===== config.mk =====
export PLATFORM = sky130hd
export DESIGN_NAME = nibble_add_sequencer
export DESIGN_NICKNAME = d
export VERILOG_FILES = /design/src/rtl/nibble_add_sequencer_pkg.sv /design/src/rtl/nibble_add_sequencer.sv
export SDC_FILE = /design/constraint.sdc
export NUM_CORES = 1
export LEC_CHECK = 0
export BUFFER_PORTS_ARGS = -buffer_cell sky130_fd_sc_hd__clkbuf_2
export CAP_MARGIN = 20
export CORE_AREA = 2 2 72 74
export DETAILED_ROUTE_END_ITERATION = 8
export DIE_AREA = 0 0 74 76
export MAX_ROUTING_LAYER = met4
export PLACE_DENSITY = 0.91
export SYNTH_ARGS = -nofsm -noshare
export SYNTH_HDL_FRONTEND = slang
export SYNTH_SLANG_ARGS = --single-unit
export TNS_END_PERCENT = 5

===== constraint.sdc =====
create_clock -name clk -period 3.8 [get_ports clk]
set_clock_uncertainty 0.05 [all_clocks]
set_input_delay 0.38 -clock clk [delete_from_list [all_inputs] [get_ports clk]]
set_output_delay 0.38 -clock clk [all_outputs]
set_load 0.1 [all_outputs]

===== src/rtl/nibble_add_sequencer_pkg.sv =====
// Shared definitions for the nibble-serial adder sequencer:
// FSM state type and codes, and the widths of the external 4-bit adder stage.
package nibble_add_sequencer_pkg;

    localparam int NIBBLE_W  = 4;
    localparam int ADD_RES_W = 5;

    typedef enum logic [1:0] {
        IDLE = 2'd0,
        RUN  = 2'd1,
        DONE = 2'd2
    } state_e;

    localparam logic [1:0] ST_IDLE = 2'(IDLE);
    localparam logic [1:0] ST_RUN  = 2'(RUN);
    localparam logic [1:0] ST_DONE = 2'(DONE);

endpackage


===== src/rtl/nibble_add_sequencer.sv =====
// Multi-nibble add sequencer: captures two wide operands, walks them LSB
// nibble first through an external combinational 4-bit adder, chains the
// carry from one nibble to the next, and presents the assembled sum with
// carry-out and signed overflow until the consumer takes it.
module nibble_add_sequencer
    import nibble_add_sequencer_pkg::*;
#(
    parameter int NIBBLES = 4
) (
    input  logic                          clk,
    input  logic                          rst_n,
    input  logic                          in_valid,
    output logic                          in_ready,
    input  logic [NIBBLE_W*NIBBLES-1:0]   in_a,
    input  logic [NIBBLE_W*NIBBLES-1:0]   in_b,
    input  logic                          in_cin,
    output logic [NIBBLE_W-1:0]           add_a,
    output logic [NIBBLE_W-1:0]           add_b,
    output logic                          add_cin,
    input  logic [ADD_RES_W-1:0]          add_sum,
    output logic                          out_valid,
    input  logic                          out_ready,
    output logic [NIBBLE_W*NIBBLES-1:0]   out_sum,
    output logic                          out_cout,
    output logic                          out_ovf,
    output logic                          busy
);

    localparam int W     = NIBBLE_W * NIBBLES;
    localparam int IDX_W = $clog2(NIBBLES);
    localparam logic [IDX_W-1:0] LAST_IDX = IDX_W'(NIBBLES - 1);

    logic [1:0]       state;
    logic [W-1:0]     a_reg;
    logic [W-1:0]     b_reg;
    logic [W-1:0]     result_reg;
    logic             carry;
    logic [IDX_W-1:0] idx;
    logic [IDX_W+1:0] bit_base;

    // Bit offset of the nibble currently being processed (idx * 4).
    assign bit_base = {idx, 2'b00};

    // Sequencing FSM plus operand, partial-result, carry and index registers.
    always_ff @(posedge clk or negedge rst_n) begin
        if (!rst_n) begin
            state      <= ST_IDLE;
            a_reg      <= '0;
            b_reg      <= '0;
            result_reg <= '0;
            carry      <= 1'b0;
            idx        <= '0;
        end else begin
            case (state)
                ST_IDLE: begin
                    if (in_valid) begin
                        a_reg      <= in_a;
                        b_reg      <= in_b;
                        carry      <= in_cin;
                        idx        <= '0;
                        result_reg <= '0;
                        state      <= ST_RUN;
                    end
                end
                ST_RUN: begin
                    result_reg[bit_base +: NIBBLE_W] <= add_sum[NIBBLE_W-1:0];
                    carry <= add_sum[NIBBLE_W];
                    if (idx == LAST_IDX) begin
                        state <= ST_DONE;
                    end else begin
                        idx <= idx + IDX_W'(1);
                    end
                end
                ST_DONE: begin
                    if (out_ready) begin
                        state <= ST_IDLE;
                    end
                end
                default: begin
                    state <= ST_IDLE;
                end
            endcase
        end
    end

    // Adder drive: current nibble pair and chained carry in RUN, zero otherwise.
    always_comb begin
        add_a   = '0;
        add_b   = '0;
        add_cin = 1'b0;
        if (state == ST_RUN) begin
            add_a   = a_reg[bit_base +: NIBBLE_W];
            add_b   = b_reg[bit_base +: NIBBLE_W];
            add_cin = carry;
        end
    end

    // Handshake and result outputs, decoded only from registered state so
    // nothing from add_sum reaches out_* combinationally.
    always_comb begin
        in_ready  = (state == ST_IDLE);
        busy      = (state != ST_IDLE);
        out_valid = 1'b0;
        out_sum   = '0;
        out_cout  = 1'b0;
        out_ovf   = 1'b0;
        if (state == ST_DONE) begin
            out_valid = 1'b1;
            out_sum   = result_reg;
            out_cout  = carry;
            out_ovf   = (a_reg[W-1] == b_reg[W-1]) && (result_reg[W-1] != a_reg[W-1]);
        end
    end

endmodule


==> flow_summary.toml, run 1 <==
[outcome]
run_status = "finished, final reports clean"

[route]
drcViolationCount = 0
vias = 1758
wl_mm = 5.45
drt_iter0_drc = 101
dr.pass1.iters = 4
wl_per_cell_um = 16.4
viasPerCell = 5.28
drtAntennaViolNets = 0

[floorplan]
ioPinCount = 72
start_util_pct = 53.0
placementRows = 26
die-area_sq_um = 5620
coreArea_sq_um = 4910
die_width_um = 74
die_h_um = 76

[critical_path]
cp-endpoint = "add_a[3]"
cp_slowest_stage_delay_ns = 0.88
crit_path_start = "idx[0]"
reg2reg_from = "idx[0]"
reg2reg_setup_slack_ns = 1.33
r2r_end = "result_reg[14]"
cp.arrival_ns = 2.32
r2r.worst_path.cells = 5
path_max_fanout = 15
cpMaxStageDelayCell = "dfrtp_1"
cp-start-kind = "flip-flop"
cp-end-kind = "output port"
path_cells = "mux4_2 -> and2_1 -> clkbuf_2"
crit_required_ns = 3.37
crit_type = "flip-flop to output port"

[sta]
fmax_mhz = 364
relSlewSlack_pct = 46.4
final_hold_viol_count = 0
finalCritPeriodShare_pct = 72.3
slew_violations = 0
hold_ws_ns = 0.223
tightest_slew_ns = 0.804
setup_ws_ns = 1.05
finalSetupViolCount = 0
finalSetupTns_ns = 0
period_needed_ns = 2.75
rsz0062_at_grt = "false"

[layout]
n_antenna_cell = 0
design_area_sq_um = 3140
drive_gt1_share_pct = 47.5
fill_cells = 352
nets = 310
syn_to_final_growth_pct = 20.6

[global_route]
grt_pass1_wl_mm = 8.96
antenna_found_initial = 0
gr-total-overflow = 0
grtUsageTotal_pct = 21.5
grt_max_degree = 42
grt_pass1_vias = 1831

[cts]
cts_max_level = 2
clkTransAtPathRegs_ns = 0.11
numClockSinks = 53
cts_buffers = 5
root_buffer = "clkbuf_8"
cts_tree = "done"
postCtsSetupRepairBufs = 0
clk_path_buf_depth = 2
clock_latency_ns = 0.31

[logic_synthesis]
yosysTopAreaCell = "dfrtp_1"
syn_area_sq_um = 2600
yosysWarnings = 0
synth-seq-cells = 53
syn-instance-count = 190
avgSynthCellArea_sq_um = 13.7
synth_top_area_share_pct = 50.9
syn_nets = 238
yosys-top-cells-area = "dfrtp_1, mux2_2, mux4_2, and2_1, a22o_1"
ys_types = 28
ys_seq_area_share_pct = 50.9

[placed_design]
gp_congestion = 0.806
place_ws_ns = 1.22
portBuffers = 71
place_area_sq_um = 2990
place_hpwl_mm = 3.82

[hold_path]
hold_path.class = "primary input to flip-flop"

[flow_run]
maxCapViolCount = 0
per-stage QoR:
step | instances | util (%)
6_report | 333 | 64.0
5_1_grt | 333 | 64.0
4_1_cts | 332 | 63.8
3_5_place_dp | 323 | 60.8
3_3_place_gp | 323 | 60.8
2_1_floorplan | 190 | -
critical path, delay by kind of cell, from the launching register on:
kind,cells,cell delay (ns)
DFF,1,0.88
muxes,1,0.58
buffers and inverters,1,0.37
and+or+nand+nor,1,0.18
how the worst min path moves through the flow:
stage            start   endpoint  slack, ns  cells past startpoint
2_1_floorplan    rst_n   a_reg[0]       0.03                      0
3_3_place_gp     rst_n   a_reg[9]       0.23                      1
3_5_place_dp     rst_n  a_reg[12]       0.24                      1
4_1_cts        in_b[5]   b_reg[5]       0.22                      2
5_1_grt        in_a[1]   a_reg[1]       0.23                      2
6_report       in_b[5]   b_reg[5]       0.22                      2
per-layer routing:
layer  track usage [%]  part of all wire (%)  vias to the layer above  wire [um]
li1                  -                     -                      819          -
met1              27.1                    42                      877       2270
met2              36.1                    52                       53       2840
met3              1.98                   4.4                        9        237
met4              7.64                   1.9                        0        102
met5                 -                     0                        -          0
placed cells by master, fill, tap and decap left out, types with 3 or more instances in the layout:
cell type  synthesis  routed
mux4_2             8       8
nand2_1            8       8
a22o_1            17      17
a21o_1             4       4
clkbuf_2           0      71
buf_4              0       3
and2_1            25      25
mux2_2            28      28
ha_1               6       6
dfrtp_1           53      53
inv_1              6       6
nor2_1             3       3
mux2_1             5       5
clkbuf_8           0       5
logic make-up after synthesis:
family	after synthesis	synth area share (%)
DFF	53	50.9
and+or+nand+nor	50	13.5
muxes	41	21.2
AOI/OAI and AO/OA	24	7.73
buffers and inverters	16	3.79
adders and majority gates	6	2.88
cells in the mapped netlist:
cell / n
nor4_2: 1
mux4_2: 8
a22o_1: 17
and2_1: 25
nor2b_1: 2
ha_1: 6
mux2_2: 28
a21boi_0: 1
dfrtp_1: 53
nor3_1: 1
nor2_1: 3
buf_6: 5
nor4b_2: 1
clkbuf_1: 4
inv_1: 6
nand2_1: 8
a21o_1: 4
o21ai_0: 1
nand2b_1: 2
nor3b_1: 1
nand2b_4: 1
a221o_1: 1
or2_2: 1
nor3b_4: 1
nand3b_1: 1
mux2_1: 5
buf_2: 1
nor4_4: 2
timing repair:
action / 4_1_cts / 5_1_grt
endpoints found under the setup margin: 0 / 0
resized for setup: 0 / 0
endpoints found under the hold margin: 12 / 0
hold buffers: 1 / 0
layout make-up:
class | instances | area (sq um) | area share (%)
flip-flops and latches | 53 | 1330 | 42.2
multi-input cells | 121 | 1180 | 37.6
repair buffers | 75 | 388 | 12.3
well taps | 70 | 87.6 | 2.79
clock buffers | 5 | 68.8 | 2.19
clock inverters | 3 | 68.8 | 2.19
inverters | 6 | 22.5 | 0.717
Power of run 1 is not shown: default switching activity piles up to over one toggle a cycle in this logic, so the estimate is an artifact.
==> run 2: changes to the inputs <==
--- a/config.mk
+++ b/config.mk
@@ -7,11 +7,11 @@
 export LEC_CHECK = 0
 export BUFFER_PORTS_ARGS = -buffer_cell sky130_fd_sc_hd__clkbuf_2
 export CAP_MARGIN = 20
-export CORE_AREA = 2 2 72 74
+export CORE_AREA = 2 2 74 76
 export DETAILED_ROUTE_END_ITERATION = 8
-export DIE_AREA = 0 0 74 76
+export DIE_AREA = 0 0 76 78
 export MAX_ROUTING_LAYER = met4
-export PLACE_DENSITY = 0.91
+export PLACE_DENSITY = 0.87
 export SYNTH_ARGS = -nofsm -noshare
 export SYNTH_HDL_FRONTEND = slang
 export SYNTH_SLANG_ARGS = --single-unit
==> constraint.sdc (replaced) <==
create_clock -name clk -period 2.85 [get_ports clk]
set_clock_uncertainty 0.05 [all_clocks]
set_input_delay 0.285 -clock clk [delete_from_list [all_inputs] [get_ports clk]]
set_output_delay 0.285 -clock clk [all_outputs]
set_load 0.1 [all_outputs]
==> run 2 against run 1 <==
Compared with the run above:
- via count decreased by 0.34%
- utilization decreased by 1.9 points
- clock-buffer cell count unchanged
- die area increased by 5.4%
- wire length decreased by 3.3%
- flip-flop and latch count unchanged
- largest cell class unchanged
- setup slack got worse by 0.85 ns
- critical endpoint is now add_a[0]
==> flow_summary.toml, run 2 (synthesis gave the netlist of run 1 again) <==
[critical_path]
reg2reg_setup_slack_ns = 0.42
r2r_end = "result_reg[3]"
path_max_fanout = 15
crit_type = "flip-flop to output port"
cp-start-kind = "flip-flop"
crit_path_start = "idx[0]"
r2r.worst_path.cells = 4
cp-end-kind = "output port"
reg2reg_from = "idx[0]"
cp.arrival_ns = 2.31
crit_required_ns = 2.52

[sta]
slew_violations = 0
finalCritPeriodShare_pct = 92.9
fmax_mhz = 378
relSlewSlack_pct = 47.9
final_hold_viol_count = 0
period_needed_ns = 2.65
tightest_slew_ns = 0.782
finalSetupViolCount = 0
rsz0062_at_grt = "false"

[global_route]
met1_usage_pct = 25.1
grt_pass1_wl_mm = 9.01
grt_max_degree = 47
busiest_layer = "met2"
antenna_found_initial = 0
grt_pass1_vias = 1852
grtUsageTotal_pct = 20.0
met2_usage_pct = 32.3
grt_use_met3_pct = 4.65
gr-total-overflow = 0

[cts]
cts_buffers = 5
clock_latency_ns = 0.32
numClockSinks = 53
cts_max_level = 2
clk_path_buf_depth = 2
root_buffer = "clkbuf_8"
cts_tree = "done"
clkTransAtPathRegs_ns = 0.11

[hold_path]
min_to = "b_reg[5]"
min_path_cells = 2
hold_path.class = "primary input to flip-flop"
holdCritStartpoint = "in_b[5]"

[floorplan]
placementRows = 26
ioPinCount = 72
die-area_sq_um = 5930
start_util_pct = 51.7
die_h_um = 78
coreArea_sq_um = 5040
die_width_um = 76

[route]
viasPerCell = 5.23
wl_per_cell_um = 15.7
vias = 1752
drcViolationCount = 0
drt_iter0_drc = 150
wl_mm = 5.27
drtAntennaViolNets = 0
dr.pass1.iters = 4

[layout]
multi_input_area_sq_um = 1180
final_cell_mix = "clkbuf_2, dfrtp_1, mux2_2"
nets = 312
syn_to_final_growth_pct = 20.1
final_cells = 335
drive_gt1_share_pct = 47.9
fill_cells = 394
n_antenna_cell = 0
final_common_cell = "clkbuf_2"
seq_area_sq_um = 1330

[placed_design]
place_hpwl_mm = 3.99
gp_congestion = 0.785
dpl.cell_count = 325
portBuffers = 71

[outcome]
run_status = "finished, final reports clean"

[flow_run]
maxCapViolCount = 0
[run 2: cell type report]
type                       instances  share of cell area, %
clock buffer                       5                   2.20
clock inverter                     3                  0.920
inverter                           6                  0.720
multi-input combinational        121                   37.7
sequential                        53                   42.4
tap                               70                   2.80
timing repair buffer              77                   13.3
[run 2: what timing repair did]
| action | in CTS | in global routing |
|---|---|---|
| hold endpoints to repair | 0 | 8 |
| resized for setup | 0 | 0 |
| hold buffers | 0 | 1 |
| setup buffers | 0 | 0 |
[run 2: worst max-delay path, stage by stage, from the launching register on]
cell	delay [ns]
dfrtp_1	0.86
mux4_2	0.60
and2_1	0.17
clkbuf_2	0.36
[run 2: worst max path at each step]
stage / to / depth (start not counted) / slack (ns)
floorplan: out_sum[10] / 4 / -0.01
global placement: result_reg[2] / 4 / 0.48
detailed placement: result_reg[1] / 4 / 0.40
CTS: add_a[0] / 3 / 0.16
global route: add_a[3] / 3 / 0.06
finish: add_a[0] / 3 / 0.20
[run 2: routing by layer]
metal,wire length (um),share of wire [%]
met5,0,0
met4,93,1.8
met3,327,6.2
met2,2720,52
met1,2130,40
[run 2: stage by stage]
stage	setup TNS, ns	instance area [sq um]	utilization [%]	worst slack (ns)	hold WS, ns
global placement	0	3000	59.5	0.483	0.415
CTS	0	3100	61.5	0.157	0.122
finish	0	3130	62.1	0.202	0.124
global route	0	3130	62.1	0.0589	0.109
floorplan	-0.0883	2610	-	-0.00981	-0.0606
detailed placement	0	3000	59.5	0.405	0.430
Power of run 2 is left out for the same reason.
